**config.mk**
```make
export PLATFORM = sky130hd
export DESIGN_NAME = uart_tx_arbiter
export DESIGN_NICKNAME = d
export VERILOG_FILES = /design/src/rtl/uart_tx_arbiter.sv
export SDC_FILE = /design/constraint.sdc
export NUM_CORES = 1
export LEC_CHECK = 0
export CORE_ASPECT_RATIO = 0.75
export CORE_UTILIZATION = 52
export DETAILED_ROUTE_END_ITERATION = 10
export PLACE_DENSITY = 0.75
export SLEW_MARGIN = 5
export SYNTH_ARGS = -nofsm -noshare
export SYNTH_HDL_FRONTEND = slang
export SYNTH_SLANG_ARGS = --single-unit
```
**constraint.sdc**
```tcl
create_clock -name clk -period 2.25 [get_ports clk]
set_input_delay 0.225 -clock clk [delete_from_list [all_inputs] [get_ports clk]]
set_output_delay 0.225 -clock clk [all_outputs]
set_load 0.02 [all_outputs]
```
**src/rtl/uart_tx_arbiter.sv**
```systemverilog
// Two-requester byte arbiter in front of a single UART transmitter.
// Each requester owns a small FIFO; a round-robin scheduler issues one byte
// per UART frame and never strobes the UART while a frame is in flight.

// Per-requester FIFO: power-of-two depth, wrapping pointers, no bypass.
module uart_tx_fifo #(
  parameter int AW = 2,
  parameter int DW = 8
) (
  input  logic          clk,
  input  logic          rst_n,
  input  logic [DW-1:0] push_data,
  input  logic          push_valid,
  output logic          push_ready,
  input  logic          pop,
  output logic [DW-1:0] head,
  output logic          empty
);
  localparam int DEPTH = 1 << AW;
  localparam logic [AW:0] FULL = (AW+1)'(DEPTH);

  logic [DEPTH-1:0][DW-1:0] mem;
  logic [AW-1:0]            wr_ptr, rd_ptr;
  logic [AW:0]              count;
  logic                     do_push, do_pop;

  // Ready depends only on the count, so a full FIFO stays full even while popped.
  assign push_ready = (count != FULL);
  assign empty      = (count == '0);
  assign do_push    = push_valid && push_ready;
  assign do_pop     = pop && !empty;
  assign head       = mem[rd_ptr];

  // Storage, pointers and occupancy count.
  always_ff @(posedge clk or negedge rst_n) begin
    if (!rst_n) begin
      mem    <= '0;
      wr_ptr <= '0;
      rd_ptr <= '0;
      count  <= '0;
    end else begin
      if (do_push) begin
        mem[wr_ptr] <= push_data;
        wr_ptr      <= wr_ptr + 1'b1;
      end
      if (do_pop) rd_ptr <= rd_ptr + 1'b1;
      case ({do_push, do_pop})
        2'b10:   count <= count + 1'b1;
        2'b01:   count <= count - 1'b1;
        default: count <= count;
      endcase
    end
  end
endmodule

module uart_tx_arbiter #(
  parameter int FIFO_AW = 2
) (
  input  logic       clk,
  input  logic       rst_n,
  input  logic [7:0] req0_data,
  input  logic       req0_valid,
  output logic       req0_ready,
  input  logic [7:0] req1_data,
  input  logic       req1_valid,
  output logic       req1_ready,
  output logic [7:0] uart_wr_data,
  output logic       uart_wr_en,
  input  logic       uart_busy,
  output logic       idle
);
  localparam int NUM_REQ = 2;

  typedef enum logic [1:0] {S_IDLE, S_SEND, S_WAIT} state_t;

  state_t                    state;
  logic                      last_grant;
  logic                      grant;
  logic                      any;
  logic                      issue;
  logic [NUM_REQ-1:0][7:0]   in_data, head;
  logic [NUM_REQ-1:0]        in_valid, in_ready, empty, pop;

  assign in_data  = {req1_data, req0_data};
  assign in_valid = {req1_valid, req0_valid};
  assign req0_ready = in_ready[0];
  assign req1_ready = in_ready[1];

  for (genvar g = 0; g < NUM_REQ; g++) begin : g_fifo
    uart_tx_fifo #(.AW(FIFO_AW), .DW(8)) u_fifo (
      .clk        (clk),
      .rst_n      (rst_n),
      .push_data  (in_data[g]),
      .push_valid (in_valid[g]),
      .push_ready (in_ready[g]),
      .pop        (pop[g]),
      .head       (head[g]),
      .empty      (empty[g])
    );
  end

  // Round-robin pick: on a tie the requester not served last wins.
  always_comb begin
    any   = |(~empty);
    grant = 1'b0;
    if (!empty[0] && !empty[1]) grant = ~last_grant;
    else                        grant = !empty[1];
  end

  // Pop happens in the same cycle the byte is latched into uart_wr_data.
  assign issue = (state == S_IDLE) && !uart_busy && any;
  assign pop   = issue ? (grant ? 2'b10 : 2'b01) : 2'b00;

  assign idle = (&empty) && (state == S_IDLE) && !uart_busy;

  // Issue FSM: one strobe per frame, then wait for the UART to drop busy.
  always_ff @(posedge clk or negedge rst_n) begin
    if (!rst_n) begin
      state        <= S_IDLE;
      last_grant   <= 1'b1;
      uart_wr_en   <= 1'b0;
      uart_wr_data <= 8'h00;
    end else begin
      case (state)
        S_IDLE: begin
          if (issue) begin
            uart_wr_data <= head[grant];
            uart_wr_en   <= 1'b1;
            last_grant   <= grant;
            state        <= S_SEND;
          end
        end
        S_SEND: begin
          uart_wr_en <= 1'b0;
          state      <= S_WAIT;
        end
        S_WAIT: begin
          if (!uart_busy) state <= S_IDLE;
        end
        default: begin
          uart_wr_en <= 1'b0;
          state      <= S_IDLE;
        end
      endcase
    end
  end
endmodule

```
==> impl_metrics.csv <==
group,metric,value,unit
status,outcome,"finished, final reports clean",
logic_synthesis,seq_area_frac_synth,54.69,%
grt,antenna_found_initial,0,
place,gpl.final_weighted_congestion,0.7964,
clock_network,cts.sink_count,90,
final_layout,finalNetCount,351,
floorplan,rows,27,
clock_network,clkTransAtPathRegs,0.09,ns
logic_synthesis,synth-edff-count,0,
pwr,p_per_area,1459,nW/um^2
sta,report.final.setup_viol,0,
logic_synthesis,avgSynthCellArea,15.37,sq um
sta,setup_tns,0,ns
worst_setup_path,max_stage_delay,0.53,ns
floorplan,start_util,54.94,%
drt,vias_after_detailed_routing,2395,
logic_synthesis,synth_top_cell_area_share,54.05,%
sta,hold_ws,0.4617,ns
clock_network,tritoncts,"yes",
worst_setup_path,critPathBufInv,2,
sta,final.setup_skew,0.004911,ns
floorplan,design.portCount,33,
sta,hold_viol,0,
logic_synthesis,synth-async-reset-ratio,100.0,%
logic_synthesis,synth_xor_area_share,2.551,%
logic_synthesis,syn_area,4120,sq um
drt,post-route-drc-count,0,
sta,fin_crit_sh,96.38,%
logic_synthesis,synth_top_flop_cell,"sky130_fd_sc_hd__dfrtp_1",
logic_synthesis,synth_simple_gate_area_share,5.770,%
sta,max_transition_margin,51.71,%
run,max_cap_viol_count,0,
grt,global_route.overflow_total,0,
drt,first_pass_iters,4,
drt,final_antenna_net_count,0,
logic_synthesis,synth_top_family_by_area,"multiplexers",
place,hpwl,5491,um
logic_synthesis,post_synth_fa_ha_maj_area_fraction,4.009,%
clock_network,clk_latency,0.36,ns
clock_network,htree_levels,3,
logic_synthesis,number_of_synthesized_register_bits,90,
worst_setup_path,required_time_of_the_critical_path,2.03,ns
grt,grt_pass1_vias,2472,
drt,initialDrtViolationCount,107,
place,post-place-cells,405,
drt,via_per_inst,5.649,
drt,post_drt_wl_per_cell,18.24,um
sta,worst-slew-pin-transition,0.7244,ns
logic_synthesis,yosysTopAreaCell,"sky130_fd_sc_hd__dfrtp_1",
logic_synthesis,synthMostInstantiatedCell,"sky130_fd_sc_hd__dfrtp_1",
worst_setup_path,critPathTopFamily,"buffers and inverters",
floorplan,core_area,7500,sq um
logic_synthesis,synthesis.nets,301,
clock_network,cts-buffers-inserted,9,
floorplan,floorplan.die_area,8287,sq um
floorplan,die_width,104.8,um
grt,grt_max_degree,59,
drt,total_wirelength_of_the_detailed_routed_design,7734,um
final_layout,syn_to_final_growth,18.58,%
logic_synthesis,synthesis.yosys.warnings,0,
worst_setup_path,cp_cell_instances,"or3b_1 -> buf_4 -> clkdlybuf4s50_1",
final_layout,fin_cells,424,
logic_synthesis,synth.mux.area_fraction,27.03,%
pwr,leakagePower,2.115,nW
clock_network,clock-root-buffer,"sky130_fd_sc_hd__clkbuf_8",
logic_synthesis,synth_cell_type_count,33,
sta,achievable-frequency,0.4611,GHz
grt,grt.total_usage,20.94,%
clock_network,clk_path_buf_depth,2,
final_layout,insertedDiodeCount,0,
worst_setup_path,startpoint_type,"flip-flop",
worst_setup_path,critical_path_arrival,1.94,ns
sta,report.final.slew_viol_count,0,
logic_synthesis,postSynthCellCount,268,
worst_setup_path,timing.critical_path.slowest_stage_cell,"sky130_fd_sc_hd__clkdlybuf4s50_1",
worst_setup_path,crit_path_kind,"flip-flop to output port",
sta,finalWorstPathRequiredPeriod,2.169,ns
pwr,power.ir.vdd_worst,0.8729,mV
worst_hold_path,hp-class,"input pin to async pin",
logic_synthesis,synth_compound_area_share,3.401,%
logic_synthesis,netlist_top_cells_area,"sky130_fd_sc_hd__dfrtp_1, sky130_fd_sc_hd__mux2_2, sky130_fd_sc_hd__mux4_2",
logic_synthesis,synth.top_cells.by_count,"sky130_fd_sc_hd__dfrtp_1, sky130_fd_sc_hd__mux2_2, sky130_fd_sc_hd__mux4_2",
place,port_buffers,32,
worst_setup_path,cp_max_fo,5,
final_layout,drive_gt1_share,40.87,%
worst_setup_path,worst_setup_path_end_kind,"output port",
floorplan,fp.dieH,79.09,um
grt,grt_pass1_wl,12720,um
[per-layer routing]
metal / track usage, % / part of all wire [%] / wire length, um / up-vias
li1: - / - / - / 1091
met1: 29.90 / 50 / 3832 / 1254
met2: 31.52 / 46 / 3555 / 44
met3: 6.568 / 3.6 / 277 / 6
met4: 5.070 / 0.88 / 68 / 0
met5: 0 / 0 / 0 / -
[sequential cells by signal, indices dropped and copies added (netlist names)]
name and count:
uart_wr_en 1, g_fifo.u_fifo.rd_ptr 4, uart_wr_data 8, last_grant 1, g_fifo.u_fifo.mem 64, g_fifo.u_fifo.wr_ptr 4
state 2, g_fifo.u_fifo.count 6
[power by group]
part           internal, W  switching (W)  total [W]
logic              0.00178        0.00119    0.00297
clock network     0.000523       0.000585    0.00111
registers          0.00246       0.000591    0.00305
total              0.00476        0.00237    0.00713
[what timing repair did]
action	4_1_cts	5_1_grt
hold buffers	1	0
endpoints found under the hold margin	54	0
buffers inserted	0	1
cloned	0	1
resized for setup	1	4
pin swaps	0	1
endpoints found under the setup margin	1	2
[through the flow]
stage	power (W)	worst slack (ns)	area (sq um)	utilization (%)
floorplan	0.005105	0.02258	4125	-
global placement	0.005895	-0.05529	4638	61.85
detailed placement	0.006030	-0.09399	4638	61.85
CTS	0.007154	0.08643	4848	64.65
global route	0.007599	-0.02748	4886	65.15
finish	0.007128	0.08144	4886	65.15
[worst paths after layout]
path                       slack (ns)  depth (start not counted)                               endpoint                                  start
max                              0.08                          3                             req1_ready  g_fifo[1].u_fifo.count[1]$_DFFE_PN0P_
min                              0.46                          2    g_fifo[1].u_fifo.mem[4]$_DFFE_PN0P_                                  rst_n
max reg2reg                      0.13                          6  g_fifo[1].u_fifo.count[1]$_DFFE_PN0P_  g_fifo[1].u_fifo.count[1]$_DFFE_PN0P_
min reg2reg                      0.49                          1                 uart_wr_en$_DFFE_PN0P_                 uart_wr_en$_DFFE_PN0P_
max in group asynchronous        1.08                          3            uart_wr_data[2]$_DFFE_PN0P_                                  rst_n
min in group clk                 0.49                          1                 uart_wr_en$_DFFE_PN0P_                 uart_wr_en$_DFFE_PN0P_
[cells in the final DEF, fill, tap and decap left out, drive strengths merged, types with 9 or more instances in the layout]
cell,Yosys,layout
nand3,9,9
buf,8,17
inv,13,15
ha,10,10
clkbuf,3,9
mux4,16,16
clkdlybuf4s50,0,30
dfrtp,89,89
mux2,66,66
[layout make-up]
cell class                 count  area (sq um)
fill                         597          2614
sequential                    90          2253
multi-input combinational    154          1785
timing repair buffer          50         470.5
tap                          101         126.4
clock buffer                   9         123.9
clock inverter                 7         77.57
inverter                      13         48.80
[logic make-up (layout without fill, tap and decap cells)]
family	Yosys count	count (layout)
simple gates	31	31
buf+inv	24	79
compound gates	16	16
xor+xnor	12	12
flops	90	90
mux	83	83
fa+ha+maj	12	12
Note: power is estimated with default switching activity, not from simulation.
